File: src/rtl/nibble_link_pkg.sv
// nibble_link_pkg: state encodings and link framing shared by both ends of the nibble link
package nibble_link_pkg;
  localparam int LINK_VALID_BIT = 4;
  localparam int LINK_W = 5;
  typedef enum logic [2:0] {
    IDLE    = 3'd0,
    SETUP   = 3'd1,
    STROBE  = 3'd2,
    RELEASE = 3'd3,
    ABORT   = 3'd4
  } state_t;
endpackage

File: src/rtl/nibble_link_fifo.sv
// nibble_link_fifo: synchronous FIFO with occupancy count and a look-ahead at the second entry
module nibble_link_fifo #(
  parameter int WIDTH = 8,
  parameter int DEPTH = 4
) (
  input  logic                     clk,
  input  logic                     rst_n,
  input  logic                     push,
  input  logic [WIDTH-1:0]         push_data,
  input  logic                     pop,
  output logic [WIDTH-1:0]         head,
  output logic [WIDTH-1:0]         next_head,
  output logic                     full,
  output logic                     empty,
  output logic [$clog2(DEPTH):0]   level
);
  localparam int AW = $clog2(DEPTH);
  localparam int LW = AW + 1;
  logic [WIDTH-1:0] mem [DEPTH];
  logic [AW-1:0] wr_ptr, rd_ptr;
  logic do_push, do_pop;
  assign full = level == LW'(DEPTH);
  assign empty = level == '0;
  assign do_push = push & ~full;
  assign do_pop = pop & ~empty;
  assign head = mem[rd_ptr];
  assign next_head = mem[rd_ptr + AW'(1)];
  always_ff @(posedge clk or negedge rst_n)
    if (!rst_n) begin
      wr_ptr <= '0;
      rd_ptr <= '0;
      level <= '0;
    end else begin
      wr_ptr <= wr_ptr + AW'(do_push);
      rd_ptr <= rd_ptr + AW'(do_pop);
      level <= level + LW'(do_push) - LW'(do_pop);
    end
  always_ff @(posedge clk)
    if (do_push) mem[wr_ptr] <= push_data;
endmodule

File: src/rtl/nibble_link_tx.sv
// nibble_link_tx: buffers bytes and sends each as two nibbles (low first) with a four-phase ack handshake
module nibble_link_tx
  import nibble_link_pkg::*;
#(
  parameter int FIFO_DEPTH  = 4,
  parameter int SETUP_CYC   = 2,
  parameter int TIMEOUT_CYC = 255
) (
  input  logic                          clk,
  input  logic                          rst_n,
  input  logic [7:0]                    in_data,
  input  logic                          in_valid,
  output logic                          in_ready,
  output logic [LINK_W-1:0]             link_out,
  input  logic                          link_ack_n,
  output logic                          busy,
  output logic                          err_timeout,
  output logic [$clog2(FIFO_DEPTH):0]   fifo_level
);
  localparam logic [15:0] SETUP_LAST = 16'(SETUP_CYC - 1);
  localparam logic [15:0] TO_LAST = 16'(TIMEOUT_CYC - 1);
  state_t state, state_n;
  logic nib_sel, nib_n, pop, ack, full, empty, timed_out, more;
  logic [1:0] ack_sync;
  logic [15:0] timer;
  logic [7:0] head, next_head, byte_n;
  logic [3:0] nib;
  logic [LINK_W-1:0] link_n;
  nibble_link_fifo #(.WIDTH(8), .DEPTH(FIFO_DEPTH)) u_fifo (
    .clk(clk), .rst_n(rst_n), .push(in_valid), .push_data(in_data), .pop(pop),
    .head(head), .next_head(next_head), .full(full), .empty(empty), .level(fifo_level)
  );
  assign in_ready = ~full;
  assign busy = (state != IDLE) || !empty;
  assign ack = ~ack_sync[1];
  assign timed_out = timer == TO_LAST;
  // another byte remains after the pop; a same-cycle push is picked up via IDLE
  assign more = fifo_level[$clog2(FIFO_DEPTH):1] != '0;
  always_comb begin
    state_n = state;
    nib_n = nib_sel;
    pop = 1'b0;
    case (state)
      IDLE: begin
        nib_n = 1'b0;
        state_n = empty ? IDLE : SETUP;
      end
      SETUP: state_n = (timer == SETUP_LAST) ? STROBE : SETUP;
      STROBE: state_n = ack ? RELEASE : timed_out ? ABORT : STROBE;
      RELEASE:
        if (!ack) begin
          pop = nib_sel;
          nib_n = ~nib_sel;
          state_n = (!nib_sel || more) ? SETUP : IDLE;
        end else if (timed_out) state_n = ABORT;
      ABORT: begin
        pop = 1'b1;
        state_n = IDLE;
      end
      default: state_n = IDLE;
    endcase
    // when popping, the nibble for the next SETUP comes from the entry behind the head
    byte_n = pop ? next_head : head;
    nib = nib_n ? byte_n[7:4] : byte_n[3:0];
    link_n = '0;
    link_n[LINK_VALID_BIT] = state_n == STROBE;
    link_n[3:0] = (state_n inside {SETUP, STROBE, RELEASE}) ? nib : 4'h0;
  end
  always_ff @(posedge clk or negedge rst_n)
    if (!rst_n) begin
      ack_sync <= 2'b11;
      state <= IDLE;
      nib_sel <= 1'b0;
      timer <= '0;
      link_out <= '0;
      err_timeout <= 1'b0;
    end else begin
      ack_sync <= {ack_sync[0], link_ack_n};
      state <= state_n;
      nib_sel <= nib_n;
      timer <= (state_n != state) ? '0 : timer + 16'd1;
      link_out <= link_n;
      err_timeout <= state_n == ABORT;
    end
endmodule
File: config.mk
export PLATFORM = sky130hd
export DESIGN_NAME = nibble_link_tx
export DESIGN_NICKNAME = d
export VERILOG_FILES = /design/src/rtl/nibble_link_pkg.sv /design/src/rtl/nibble_link_fifo.sv /design/src/rtl/nibble_link_tx.sv
export SDC_FILE = /design/constraint.sdc
export NUM_CORES = 1
export LEC_CHECK = 0
export CORE_AREA = 2 2 76 78
export CTS_CLUSTER_DIAMETER = 50
export DETAILED_ROUTE_END_ITERATION = 8
export DIE_AREA = 0 0 78 80
export PLACE_DENSITY = 0.79
export REMOVE_ABC_BUFFERS = 1
export SLEW_MARGIN = 10
export SYNTH_ARGS = -nofsm -noshare
export SYNTH_HDL_FRONTEND = slang
export SYNTH_SLANG_ARGS = --single-unit
File: constraint.sdc
create_clock -name clk -period 4.02 [get_ports clk]
set_input_delay 0.804 -clock clk [delete_from_list [all_inputs] [get_ports clk]]
set_output_delay 0.804 -clock clk [all_outputs]
set_load 0.01 [all_outputs]
## Yosys cells after proc, flatten, opt, wreduce, memory -nomap -nowiden

Memory sizes are Yosys's and may differ from the RTL's.
Index checks and enable logic that the tools add are counted.
W data, S select, Z words.

- Add/subtract/negate cells: 6
- Equal/unequal tests: 12
- Mux-type cells: 18
- Bitwise logic cells: 5
- Reductions and logical operators: 9

Operator list:

| kind | number |
|---|---|
| $add A16 B1 Y16 const B | 1 |
| $eq A16 B1 Y1 const B | 1 |
| $eq A16 B8 Y1 const B | 1 |
| $mux W16 | 1 |
| $eq A3 B2 Y1 const B | 4 |
| $mux W3 | 4 |
| $pmux W3 S4 | 1 |
| $eq A3 B3 Y1 const B | 3 |
| $mux W4 | 2 |
| $mux W8 | 1 |
| $eq A3 B1 Y1 const B | 2 |
| $logic_not A3 Y1 | 2 |
| $mux W1 | 6 |
| $reduce_bool A3 Y1 | 2 |
| $add A2 B1 Y2 | 2 |
| $pmux W1 S2 | 2 |
| $add A3 B1 Y3 | 1 |
| $ne A3 B3 Y1 | 1 |
| $not A1 Y1 | 3 |
| $sub A3 B1 Y3 | 1 |
| $add A2 B1 Y2 const B | 1 |
| $and A1 B1 Y1 | 2 |
| $logic_not A1 Y1 | 2 |
| $logic_or A1 B1 Y1 | 2 |
| other kinds (2) | 2 |

- Register bits after elaboration: 35
- RAM bits: 32
- Bits of input ports: 12
- Output and inout port bits: 11
- Word-level logic and storage cells: 60
- Memories: 1

Memory list:

| name | words | width | rd ports | clocked after Yosys merged registers in | wr ports | line | RTL |
|---|---|---|---|---|---|---|---|
| u_fifo.mem | 4 | 8 | 2 | 0 | 1 | nibble_link_fifo.sv:19 | `logic [WIDTH-1:0] mem [DEPTH];` |

## Depth between registers and ports, before layout

Gate-level depths: netlist of run 1.

- Word-level depth: 8
- Gate-level depth with buffers: 9
- Depth with buffers taken out: 8

## Hierarchy

A second synthesis of run 1 with hierarchy kept.

- Cell total of the unflattened synthesis: 239
- Area, all modules: 3,359.5 µm²

Modules (own cells, without submodules):

| module | instances | cells an instance | area an instance (µm²) | sequential area each (µm²) |
|---|---|---|---|---|
| nibble_link_fifo | 1 | 83 | 1,793.0 | 1,136.1 |
| nibble_link_tx | 1 | 156 | 1,566.5 | 703.2 |

## Worst setup path before layout of run 1

No wires, ideal clock.

- Path kind: register to register
- Start: register state[0]
- End: register u_fifo.level[2]
- Library setup time: 0.123 ns
- Arrival time: 2.129 ns
- Data required time: 3.897 ns
- Slack: 1.769 ns
- Cell stages (with the launch flop): 10
- Buffers on the path: 1
- Clock period less this slack: 2.251 ns
- Cells stage by stage: dfrtp_1 -> clkbuf_1 -> nor2_1 -> a32oi_1 -> nor2_1 -> ha_1 -> inv_1 -> ha_1 -> fa_1 -> xnor2_1

- Longest elaborated chain between the ends: 4
- Elaborated cells on any way between the ends: 5
- Classes of those cells: add/sub (1); eq/ne (2); mux (1); bitwise (1)

RTL lines:

| item | line | RTL |
|---|---|---|
| start, declared | nibble_link_tx.sv:22 | `state_t state, state_n;` |
| start signal, assigned | nibble_link_tx.sv:79 | `state <= state_n;` |
| $eq A3 B3 Y1 or $eq A3 B2 Y1 (tied branches) | nibble_link_tx.sv:43 | `case (state)` |
| $pmux W1 S2 (*) | nibble_link_tx.sv:43 |  |
| $and A1 B1 Y1 (*) | nibble_link_fifo.sv:25 | `assign do_pop = pop & ~empty;` |
| $sub A3 B1 Y3 (*) | nibble_link_fifo.sv:36 | `level <= level + LW'(do_push) - LW'(do_pop);` |
| end signal, assigned | nibble_link_fifo.sv:36 |  |
| end, declared | nibble_link_fifo.sv:15 | `output logic [$clog2(DEPTH):0] level` |

Mark *: on every way between the ends. The rest lies on a longest branch, timed or not.

## Worst setup path in the final report of run 1

- Start: register u_fifo.level[0]
- End: output busy

- Longest elaborated chain between the ends: 3

RTL lines:

| item | line | RTL |
|---|---|---|
| $logic_not A3 Y1 | nibble_link_fifo.sv:23 | `assign empty = level == '0;` |
| $logic_not A1 Y1 | nibble_link_tx.sv:34 | `assign busy = (state != IDLE) \|\| !empty;` |
| $logic_or A1 B1 Y1 | nibble_link_tx.sv:34 |  |
| end, declared | nibble_link_tx.sv:16 | `output logic busy,` |

No other way between the ends.

==> results_dict.tcl, run 1 <==
set metrics [dict create \
    outcome "complete, no violations" \
    cp_num_cells 3 \
    wl_um 5430 \
    crit_chain "nor3_1, nand3b_1, clkdlybuf4s50_1" \
    yosysTopAreaCellShare_pct 30.6 \
    worstSkewPairLatency_ns 0.35 \
    slowest_delay_ns 0.50 \
    period_share_pct 64.7 \
    synth_top_family_by_area "multiplexers" \
    hold_buffers 0 \
    cpMaxStageDelayCell "clkdlybuf4s50_1" \
    fmaxAchievable_ghz 0.384 \
    clock_tree.root_cell "clkbuf_8" \
    layout.nets 268 \
    hold_viol_final 0 \
    crit_type "reg2out" \
    max_cap_violations 0 \
    start_util_pct 58.1 \
    cts_sinks 67 \
    synthMostInstantiatedCell "dfrtp_1" \
    crit_path_end_kind "output port" \
    gr-total-overflow 0 \
    hpwl_um 3870 \
    vias 1855 \
    layout.core_utilization_pct 67.0 \
    crit_fanout 3 \
    synth_simple_gate_area_share_pct 12.0 \
    critPathRequiredTime_ns 3.22 \
    ant_nets 0 \
    diodes 0 \
    yosys-top-cells-count "33 x dfrtp_1, 32 x edfxtp_1, 24 x nor2_1, 20 x mux4_2, 10 x inv_1" \
    rr_endpoint "u_fifo.level[2]" \
    yosysWarnings 0 \
    grt_max_degree 36 \
    setup_viol 0 \
    numCtsBuffers 9 \
    die_w_um 78 \
    cp-endpoint "busy" \
    drt-initial-drc-count 91 \
    p_leak_nw 1.42 \
    area_delta_synth_final_pct 15.4 \
    yosys.area_share.xor_xnor_pct 5.02 \
    irDropWorstVdd_mv 0.430 \
    min_period_ns 2.60 \
    ys_ff_latch 67 \
    worst_slack_ns 1.42 \
    slew_headroom_pct 30.2 \
    tns_ns 0 \
    grtUsageTotal_pct 19.7 \
    reg2reg_depth 8 \
    path_buf_inv 1 \
    tightest_slew_ns 1.04 \
    gp_congestion 0.765 \
    numPortBuffers 22 \
    wl_per_cell_um 16.8 \
    p_total_mw 2.39 \
    worst_ep_arrival_time_ns 1.80 \
    synth_top_flop_cell "dfrtp_1" \
    synth-edff-count 32 \
    crit_path_start "u_fifo.level[0]" \
    cts_max_path_buffers 2 \
    grt_pass1_vias 1790 \
    synthArstFlopShare_pct 52.2 \
    cts_tree "done" \
    synth_largest_area_cell "edfxtp_1" \
    yosys-top-cells-area "edfxtp_1 31%, dfrtp_1 26%, mux4_2 14%" \
    rsz0062_at_grt "no" \
    slew_viol_final 0 \
    critPathTopFamily "simple AND/OR/NAND/NOR gates" \
    start_kind "flip-flop" \
    htreeDepth 3 \
    synth_fa_ha_area_share_pct 4.59 \
    drive_above_1_share_pct 16.3 \
    synthMuxAreaShare_pct 14.4 \
    p_per_area_nw_per_um2 661 \
    ys_seq_area_share_pct 58.6 \
    regToRegStartpoint "state[2]" \
    die-area_sq_um 6240 \
    synth_area_per_cell_sq_um 14.3 \
    preCtsSetupSlack_ns 1.43 \
    synthCells 219 \
    synth_compound_area_share_pct 2.87 \
    clk_pin_slew_worst_paths_ns 0.07 \
    syn-cell-area_sq_um 3140 \
    fillers 380 \
    core_sq_um 5410 \
    antenna_found_initial 0 \
    worst_hold_path_type "reg2reg" \
    pin_count 23 \
    cts_resized 0 \
    finClkSkew_ns 0.0122 \
    num_rows 27 \
    fp.dieH_um 80 \
    dr.pass1.iters 4 \
    drc_errors 0 \
    rrSetupSlack_ns 1.49 \
    cts_setup_buffers 0 \
    grt_pass1_wl_um 8980 \
    via_per_inst 5.74 \
    ys_types 36 \
]
-- cell usage in the layout (no fill, tap or decap), types with 7 or more instances in the layout --
cell,n
and3_1,8
nand2_1,7
dfrtp_1,33
inv_1,10
xnor2_1,9
ha_1,9
clkdlybuf4s50_1,22
xor2_1,9
clkbuf_8,9
edfxtp_1,32
nor2_1,24
mux4_2,20
-- layout make-up --
type	count	area (sq um)	share of cell area (%)
timing repair buffer	24	235	6.50
tap	72	90.1	2.49
inverter	10	37.5	1.04
clock inverter	7	76.3	2.11
multi-input combinational	134	1220	33.7
clock buffer	9	124	3.42
sequential	67	1840	50.8
-- state kept, by name, summed over array words and instances (netlist names) --
name,cells
timer,16
u_fifo.wr_ptr,2
state,3
u_fifo.level,3
u_fifo.mem,32
u_fifo.rd_ptr,2
err_timeout,1
ack_sync,2
nib_sel,1
link_out,5
-- logic make-up (layout without fill, tap and decap cells) --
kind of cell / count (synthesis) / count (layout)
adders and majority gates: 11 / 11
muxes: 20 / 20
buffers and inverters: 18 / 50
and+or+nand+nor: 73 / 73
AOI/OAI and AO/OA: 12 / 12
DFF: 67 / 67
xor gates and xnor gates: 18 / 18
-- metrics by stage --
stage / instances / cell area [sq um] / hold WS [ns]
2_1_floorplan: 211 / 3100 / 0.345
3_3_place_gp: 307 / 3420 / 0.345
3_5_place_dp: 307 / 3420 / 0.347
4_1_cts: 323 / 3620 / 0.358
5_1_grt: 323 / 3620 / 0.359
6_report: 323 / 3620 / 0.357
-- worst min path at each step --
stage,startpoint,to,cells past startpoint
6_report,ack_sync[0],ack_sync[1],0
5_1_grt,ack_sync[0],ack_sync[1],0
4_1_cts,ack_sync[0],ack_sync[1],0
3_5_place_dp,ack_sync[0],ack_sync[1],0
3_3_place_gp,ack_sync[0],ack_sync[1],0
2_1_floorplan,ack_sync[0],ack_sync[1],0
-- power breakdown --
part / switching, mW / internal (mW) / leakage [nW] / total (mW)
sequential: 0.174 / 0.885 / 0.747 / 1.06
clock: 0.269 / 0.290 / 0.0979 / 0.560
combinational: 0.332 / 0.442 / 0.571 / 0.774
-- metal layers --
layer | global-route usage, % | share of wire (%)
met2 | 31.6 | 51
met5 | 0 | 0
met4 | 7.89 | 1.2
met1 | 25.0 | 43
met3 | 6.67 | 4.9
Power figures use the tool's default switching activity.
==> run 2, diff against run 1 <==
Settings changed: CORE_AREA 2 2 76 78 to 2 2 77 79, DIE_AREA 0 0 78 80 to 0 0 79 81, PLACE_DENSITY 0.79 to 0.77.
Clock period 4.02 ns to 2.4 ns, I/O delays scaled along.
==> run 2 against run 1 <==
Critical path depth up 4. Cell area is 2.8% higher. Flip-flop and latch count is the same. Critical endpoint is now timer[7]. Non-clock buffer count is 7 higher. First-iteration DRC count grew 22%. Via count is 1.1% higher. Total power increased by 76%. Largest cell class unchanged. Critical path type is now reg2reg. Cell count up 3.1%.
==> results_dict.tcl, run 2 (synthesized netlist as in run 1, its figures left out) <==
set metrics [dict create \
    outcome "complete, no violations" \
    reg2reg_depth 7 \
    num_rows 28 \
    gr-total-overflow 0 \
    start_util_pct 55.3 \
    clock_tree.root_cell "clkbuf_8" \
    drive_above_1_share_pct 19.8 \
    htreeDepth 3 \
    fillers 434 \
    cts_sinks 67 \
    grtUsageTotal_pct 18.6 \
    numPortBuffers 22 \
    gp_congestion 0.767 \
    critPathRequiredTime_ns 2.66 \
    diodes 0 \
    p_comb_share_pct 32.7 \
    mostFrequentLayoutCells "33 x dfrtp_1, 32 x edfxtp_1, 24 x nor2_1" \
    final_area_sq_um 3720 \
    grt_max_degree 36 \
    finalNonFillerCells 333 \
    power.switching_mw 1.28 \
    reg.largest.list "u_fifo.mem: 32 flops, timer: 16 flops, link_out: 5 flops" \
    drt-initial-drc-count 111 \
    p_leak_nw 1.47 \
    grt_pass1_wl_um 8840 \
    layout.core_utilization_pct 65.6 \
    cell_internal_pwr_mw 2.94 \
    clk_pin_slew_worst_paths_ns 0.07 \
    finClkSkew_ns 0.00660 \
    slowest_delay_ns 0.63 \
    crit_chain "inv_1, ha_1, and3_1, and4_4, maj3_2, a2111o_2, nor2_1" \
    hold_buffers 0 \
    post_dp_cell_area_sq_um 3480 \
    via_per_inst 5.63 \
    pin_count 23 \
    area_delta_synth_final_pct 18.6 \
    clock_power_share_pct 26.5 \
    top_register "u_fifo.mem" \
    hpwl_um 3630 \
    largest_reg_flops 32 \
    hold_viol_final 0 \
    switching_share_pct 30.3 \
    max_cap_violations 0 \
    die-area_sq_um 6400 \
    dr.pass1.iters 4 \
    ant_nets 0 \
    cts_max_path_buffers 2 \
    slew_headroom_pct 56.0 \
    tns_ns 0 \
    p_total_mw 4.22 \
    p_per_area_nw_per_um2 1130 \
    fmaxAchievable_ghz 0.444 \
    numCtsBuffers 9 \
    period_share_pct 93.9 \
    fp.dieH_um 81 \
    slew_viol_final 0 \
    tightest_slew_ns 0.660 \
    crit_type "reg2reg" \
    final_common_cell "dfrtp_1" \
    hold_slack_ns 0.355 \
    vias 1876 \
    antenna_found_initial 0 \
    whs_path_depth 0 \
    grt_pass1_vias 1794 \
    crit_fanout 16 \
    worst_ep_arrival_time_ns 2.52 \
    wl_um 5250 \
    cpMaxStageDelayCell "a2111o_2" \
    drc_errors 0 \
    setup_viol 0 \
    crit_path_end_kind "flip-flop" \
    wl_per_cell_um 15.8 \
    seq_power_share_pct 40.8 \
    irDropWorstVdd_mv 0.682 \
    die_w_um 79 \
    layout.nets 275 \
    cts_setup_buffers 0 \
    min_period_ns 2.25 \
    start_kind "flip-flop" \
    worst_slack_ns 0.148 \
    cts_tree "done" \
    preCtsSetupSlack_ns 0.135 \
    rsz0062_at_grt "no" \
    worstSkewPairLatency_ns 0.34 \
    worst_hold_path_type "reg2reg" \
    place_inst 317 \
    core_sq_um 5680 \
]
run 2: cell count changes in the layout (fill, tap and decap cells not counted):
cell	previous run	this run
bufinv_16	1	3
a2111o_2	0	1
a2111o_1	1	0
nor2b_2	0	1
clkinv_1	1	0
nor2b_1	1	0
clkinv_2	0	2
clkinv_4	2	1
buf_4	2	9
inv_6	2	0
run 2: power groups by stage:
stage	combinational, mW	clock (mW)	sequential, mW
after floorplan	0.900	0	1.75
after global placement	1.36	0	1.73
after detailed placement	1.39	0	1.74
after CTS	1.39	1.13	1.72
after global routing	1.52	1.19	1.76
final	1.38	1.12	1.72
run 2: timing repair:
item,in CTS,in global routing
resized for setup,0,2
setup endpoints to repair,0,17
endpoints found under the hold margin,0,0
run 2: area by class of cell:
class                   count  area, sq um  area share [%]
inverters                  10         37.5            1.01
well taps                  75         93.8            2.52
flip-flops and latches     67         1840            49.4
clock inverters             7          116            3.13
repair buffers             31          288            7.73
clock buffers               9          124            3.33
multi-input cells         134         1220            32.9
run 2: critical path, delay by kind of cell (launching register included):
family                   cells  cell delay (ns)
AND/OR/NAND/NOR              3             0.55
AO/OA/AOI/OAI                1             0.63
adder cells (fa/ha/maj)      2             0.49
buffers and inverters        1             0.07
flip-flops                   1             0.44
run 2: final timing paths:
check                       startpoint          end  slack, ns
max                           timer[0]     timer[7]       0.15
min                        ack_sync[0]  ack_sync[1]       0.35
max reg2reg                   timer[0]     timer[7]       0.15
min reg2reg                ack_sync[0]  ack_sync[1]       0.35
max in group asynchronous        rst_n  ack_sync[0]       1.51
min in group asynchronous        rst_n     timer[2]       0.55
run 2: routing by layer:
metal	routed length, um	vias to the layer above	global-route usage (%)
li1	-	883	-
met1	2380	949	24.6
met2	2610	35	29.5
met3	192	9	6.33
met4	74	0	6.21
met5	0	-	0
==> variant 1: new RTL, settings of run 1 <==
`TIMEOUT_CYC`: 255 -> 191.
--- a/src/rtl/nibble_link_tx.sv
+++ b/src/rtl/nibble_link_tx.sv
@@ -4,7 +4,7 @@
 #(
   parameter int FIFO_DEPTH  = 4,
   parameter int SETUP_CYC   = 2,
-  parameter int TIMEOUT_CYC = 255
+  parameter int TIMEOUT_CYC = 191
 ) (
   input  logic                          clk,
   input  logic                          rst_n,
Check against the original RTL: no difference found for any inputs over 10 cycles, from zero or initial values and one cycle with rst_n low; that may be too few to reach the edited logic, so the function may still have changed.
==> variant 1 against run 1 <==
Cell count increased by 2.2%. Design area increased by 3.6%. Global-route usage increased by 1.1 points. Worst hold slack improved by 0.016 ns. First-iteration DRC count increased by 1.1%. Setup slack improved by 0.068 ns. Non-clock buffer count increased by 1. Total power increased by 5.0%. Sequential cell count unchanged. Maximum frequency increased by 2.7%. Wire length increased by 4.2%. Synthesized cell count increased by 3.2%. Area after synthesis increased by 3.6%. Critical path type is now reg -> reg. Critical endpoint is now u_fifo.level[2]$_DFF_PN0_. Largest cell class unchanged.
==> variant 1: results (changes against run 1) <==
stage	metric	value	unit	change
setup_path	CP top delay family	adder cells		was simple AND/OR/NAND/NOR gates
finish	Data buffer area share	6.47	%	was 6.50%
placed_design	GPL Wtd Cong	0.822		was 0.765
drt	metal2 WL	2920	um	was 2760 um
global_routing	met2 usage in global routing	35.3	%	was 31.6%
logic_synthesis	Seq/Total Area, Yosys	56.6	%	was 58.6%
clock_network	Worst-path clk slew	0.08	ns	
setup_path	WS Path Type	reg -> reg		was reg -> out
finish	Fill cells	384		was 380
outcome	status	completed		unchanged
drt	DR WL/cell	17.1	um	was 16.8 um
logic_synthesis	Post-synth EDFFs	32		unchanged
finish	multi-input combinational cell area	1300	um^2	was 1220 um^2
drt	Met3 Routed Length	216	um	was 268 um
drt	met1 WL	2360	um	was 2340 um
pwr	Pint	1690	uW	was 1620 uW
timing	hold_ws	0.373	ns	was 0.357 ns
logic_synthesis	Mapped Cells	226		was 219
global_routing	total track usage	20.9	%	was 19.7%
global_routing	initial antenna violation count	0		unchanged
timing	max_slew headroom	47.0	%	was 30.2%
finish	multi-input gate count	136		was 134
finish	Signal buffers	25		was 24
global_routing	grt met1 use	24.6	%	was 25.0%
setup_path	Worst path max stage delay	0.53	ns	was 0.50 ns
placed_design	post-DP HPWL	4050	um	was 3870 um
timing	Final Skew	0.00942	ns	was 0.0122 ns
global_routing	global-route wire length before repair	9450	um	was 8980 um
setup_path	r2r setup slk	1.49	ns	about the same
logic_synthesis	most frequent cells after synthesis	33 x dfrtp_1, 32 x edfxtp_1, 29 x nor2_1		was 33 x dfrtp_1, 32 x edfxtp_1, 24 x nor2_1
finish	Seq. cell area	1840	um^2	unchanged
setup_path	critical path fanouts, max	9		was 3
finish	Inverters	14		was 10
setup_path	cell depth of the worst flop-to-flop path	8		unchanged
pwr	LEAKAGE	0.00151	uW	was 0.00142 uW
clock_network	clock sinks	67		unchanged
pwr	Peak supply drop	0.000366	V	was 0.000430 V
setup_path	Slowest-stage cell, CP	a32oi_1		was clkdlybuf4s50_1
logic_synthesis	number of library cell types mapped by synthesis	42		was 36
setup_path	Worst Setup End Kind	flop		was output port
drt	routed via count	1940		was 1855
finish	Final Net Count	275		was 268
timing	Tmin final	2.53	ns	was 2.60 ns
global_routing	global-route met3 utilization	5.77	%	was 6.67%
drt	routed vias/inst	5.88		was 5.74
finish	clk tree area frac	6.07	%	was 5.53%
finish	ratio of cells with drive above 1 in the final layout	14.7	%	was 16.3%
floorplanning	std cell rows	27		unchanged
global_routing	largest net degree at the start of global routing	20		was 36
logic_synthesis	Area contributors post-synth	edfxtp_1 30%, dfrtp_1 25%, mux4_2 7.6%		was edfxtp_1 31%, dfrtp_1 26%, mux4_2 14%
global_routing	vias in the first global route	1955		was 1790
finish	fraction of area in multi-input gates	34.6	%	was 33.7%
setup_path	Worst R2R Start	state[0]$_DFF_PN0_		was state[2]$_DFF_PN0_
drt	initial DRC count	92		was 91
placed_design	placed cell count	314		was 307
setup_path	CP arrival	2.77	ns	was 1.80 ns
placed_design	Area after DPL	3520	um^2	was 3420 um^2
## variant 1: worst register-to-register path: cells and delay by family, from the launching register on
| kind | cells | cell delay [ns] |
|---|---|---|
| AO/OA/AOI/OAI | 1 | 0.53 |
| XOR/XNOR | 1 | 0.13 |
| adder cells (fa/ha/maj) | 3 | 0.88 |
| buffers and inverters | 1 | 0.04 |
| flip-flops | 1 | 0.48 |
| AND/OR/NAND/NOR | 2 | 0.36 |
## variant 1: kinds of logic (layout without fill, tap and decap cells)
group           Yosys count  in the layout  share of synthesized area (%)
compound gates           17             17                           4.23
xor+xnor                 18             18                           4.85
fa+ha+maj                10             10                           4.08
buf+inv                  23             55                           3.43
flops                    67             67                           56.6
mux                      20             20                           14.9
simple gates             71             71                           11.9
## variant 1: power by group through the flow
stage                     sequential (uW)  combinational (uW)  clock (uW)
after global routing                 1090                 900         671
after floorplan                      1050                 552           0
after global placement               1060                 806           0
after CTS                            1060                 830         643
final                                1060                 817         631
after detailed placement             1080                 821           0
==> variant 2: new RTL, flow settings as in run 1 <==
Made on the original files. Reset style: synchronous (`rst_n`), changed in 2 clocked blocks.
--- a/src/rtl/nibble_link_fifo.sv
+++ b/src/rtl/nibble_link_fifo.sv
@@ -25,7 +25,7 @@
   assign do_pop = pop & ~empty;
   assign head = mem[rd_ptr];
   assign next_head = mem[rd_ptr + AW'(1)];
-  always_ff @(posedge clk or negedge rst_n)
+  always_ff @(posedge clk)
     if (!rst_n) begin
       wr_ptr <= '0;
       rd_ptr <= '0;
--- a/src/rtl/nibble_link_tx.sv
+++ b/src/rtl/nibble_link_tx.sv
@@ -66,7 +66,7 @@
     link_n[LINK_VALID_BIT] = state_n == STROBE;
     link_n[3:0] = (state_n inside {SETUP, STROBE, RELEASE}) ? nib : 4'h0;
   end
-  always_ff @(posedge clk or negedge rst_n)
+  always_ff @(posedge clk)
     if (!rst_n) begin
       ack_sync <= 2'b11;
       state <= IDLE;
Function: differs if rst_n is asserted again (counterexample within 4 cycles, from zero or initial values and one cycle with rst_n low); with rst_n held inactive, the same outputs for 10 cycles.
==> variant 2 against run 1 <==
Design area up 2.2%. Area after synthesis up 3.9%. Total power down 23%. Clock power up 7.3%. Wire length up 6.2%. Via count up 12%. Register-to-register slack worse by 0.35 ns. Sequential cell count unchanged. Setup slack worse by 0.28 ns. Clock skew down 0.0055 ns. Largest power group unchanged.
==> variant 2: results (changes against run 1) <==
stage	metric	value	unit	change
finish	ratio of cells with drive above 1 in the final layout	10.9	%	was 16.3%
timing	hold_ws	0.408	ns	was 0.357 ns
logic_synthesis	Top FF cell, synth	dfxtp_1		was dfrtp_1
drt	initial DRC count	90		was 91
outcome	status	completed		unchanged
logic_synthesis	most frequent cells after synthesis	35 x dfxtp_1, 32 x edfxtp_1, 26 x nor2_1		was 33 x dfrtp_1, 32 x edfxtp_1, 24 x nor2_1
setup_path	reg2reg end	u_fifo.level[2]$_SDFF_PN0_		was u_fifo.level[2]$_DFF_PN0_
finish	Largest regs	u_fifo.mem (32), timer (16), link_out (5)		unchanged
logic_synthesis	Mapped Cells	259		was 219
placed_design	Area after DPL	3490	um^2	was 3420 um^2
drt	routed via count	2073		was 1855
setup_path	CP arrival	3.11	ns	was 1.80 ns
drt	routed vias/inst	5.81		was 5.74
logic_synthesis	Seq/Total Area, Yosys	51.0	%	was 58.6%
finish	Final Net Count	302		was 268
pwr	Peak supply drop	0.000374	V	was 0.000430 V
finish	Fill cells	411		was 380
logic_synthesis	number of library cell types mapped by synthesis	47		was 36
min_path	hold path start	ack_sync[0]$_SDFF_PN1_		was ack_sync[0]$_DFF_PN1_
min_path	WHS Path Cells	1		was 0
setup_path	Worst path max stage delay	0.52	ns	was 0.50 ns
timing	Least-Margin Pin Slew	0.864	ns	was 1.04 ns
clock_network	PostCTS Resize Cnt	0		unchanged
placed_design	GPL Wtd Cong	0.841		was 0.765
min_path	Worst Hold End	ack_sync[1]$_SDFF_PN1_		was ack_sync[1]$_DFF_PN1_
setup_path	Slowest-stage cell, CP	dfxtp_1		was clkdlybuf4s50_1
global_routing	largest net degree at the start of global routing	18		was 36
pwr	LEAKAGE	0.00137	uW	was 0.00142 uW
drt	Routed WL	5760	um	was 5430 um
setup_path	Worst R2R Start	state[1]$_SDFF_PN0_		was state[2]$_DFF_PN0_
clock_network	Worst-path clk slew	0.07	ns	about the same
placed_design	post-place setup slack	1.15	ns	was 1.43 ns
setup_path	cell depth of the worst flop-to-flop path	9		was 8
global_routing	global-route wire length before repair	9680	um	was 8980 um
placed_design	post-DP HPWL	4050	um	was 3870 um
timing	Final Skew	0.00674	ns	was 0.0122 ns
placed_design	placed cell count	341		was 307
setup_path	r2r setup slk	1.14	ns	was 1.49 ns
setup_path	critical path fanouts, max	11		was 3
logic_synthesis	async set-reset flop share out of synthesis	0	%	was 52.2%
setup_path	critical path depth	9		was 3
global_routing	total track usage	21.3	%	was 19.7%
## variant 2: report_power, final
part	switching (uW)	internal, uW	total, uW
clock network	254	346	601
logic	201	187	388
registers	67.7	796	864
## variant 2: worst max path at each step
| stage | endpoint | slack, ns |
|---|---|---|
| finish | u_fifo.level[2]$_SDFF_PN0_ | 1.14 |
| global route | u_fifo.level[1]$_SDFF_PN0_ | 0.86 |
| CTS | u_fifo.level[2]$_SDFF_PN0_ | 1.14 |
| detailed placement | u_fifo.level[2]$_SDFF_PN0_ | 1.15 |
| global placement | u_fifo.level[2]$_SDFF_PN0_ | 1.19 |
| floorplan | u_fifo.level[1]$_SDFF_PN0_ | 1.56 |
## variant 2: area by class of cell
| type | count | area (um^2) | share of cell area (%) |
|---|---|---|---|
| Clock buffer | 9 | 124 | 3.35 |
| Clock inverter | 7 | 92.6 | 2.50 |
| Inverter | 8 | 30.0 | 0.811 |
| Multi-Input combinational cell | 170 | 1470 | 39.7 |
| Sequential cell | 67 | 1660 | 44.9 |
| Tap cell | 72 | 90.1 | 2.43 |
| Timing Repair Buffer | 24 | 235 | 6.35 |
## variant 2: metal layers
layer | part of all wire, % | wire length [um] | global-route usage [%]
met1 | 45 | 2580 | 25.7
met4 | 2.4 | 139 | 10.9
met5 | 0 | 0 | 0
met3 | 4.2 | 242 | 6.67
met2 | 49 | 2800 | 34.4
## variant 2: kinds of logic (layout without fill, tap and decap cells)
| family | Yosys count | after routing | synth area share [%] |
|---|---|---|---|
| AOI/OAI and AO/OA | 24 | 24 | 5.99 |
| xor gates and xnor gates | 18 | 18 | 4.84 |
| adders and majority gates | 10 | 10 | 4.07 |
| buffers and inverters | 22 | 48 | 3.95 |
| DFF | 67 | 67 | 51.0 |
| muxes | 20 | 20 | 14.0 |
| and+or+nand+nor | 98 | 98 | 16.1 |
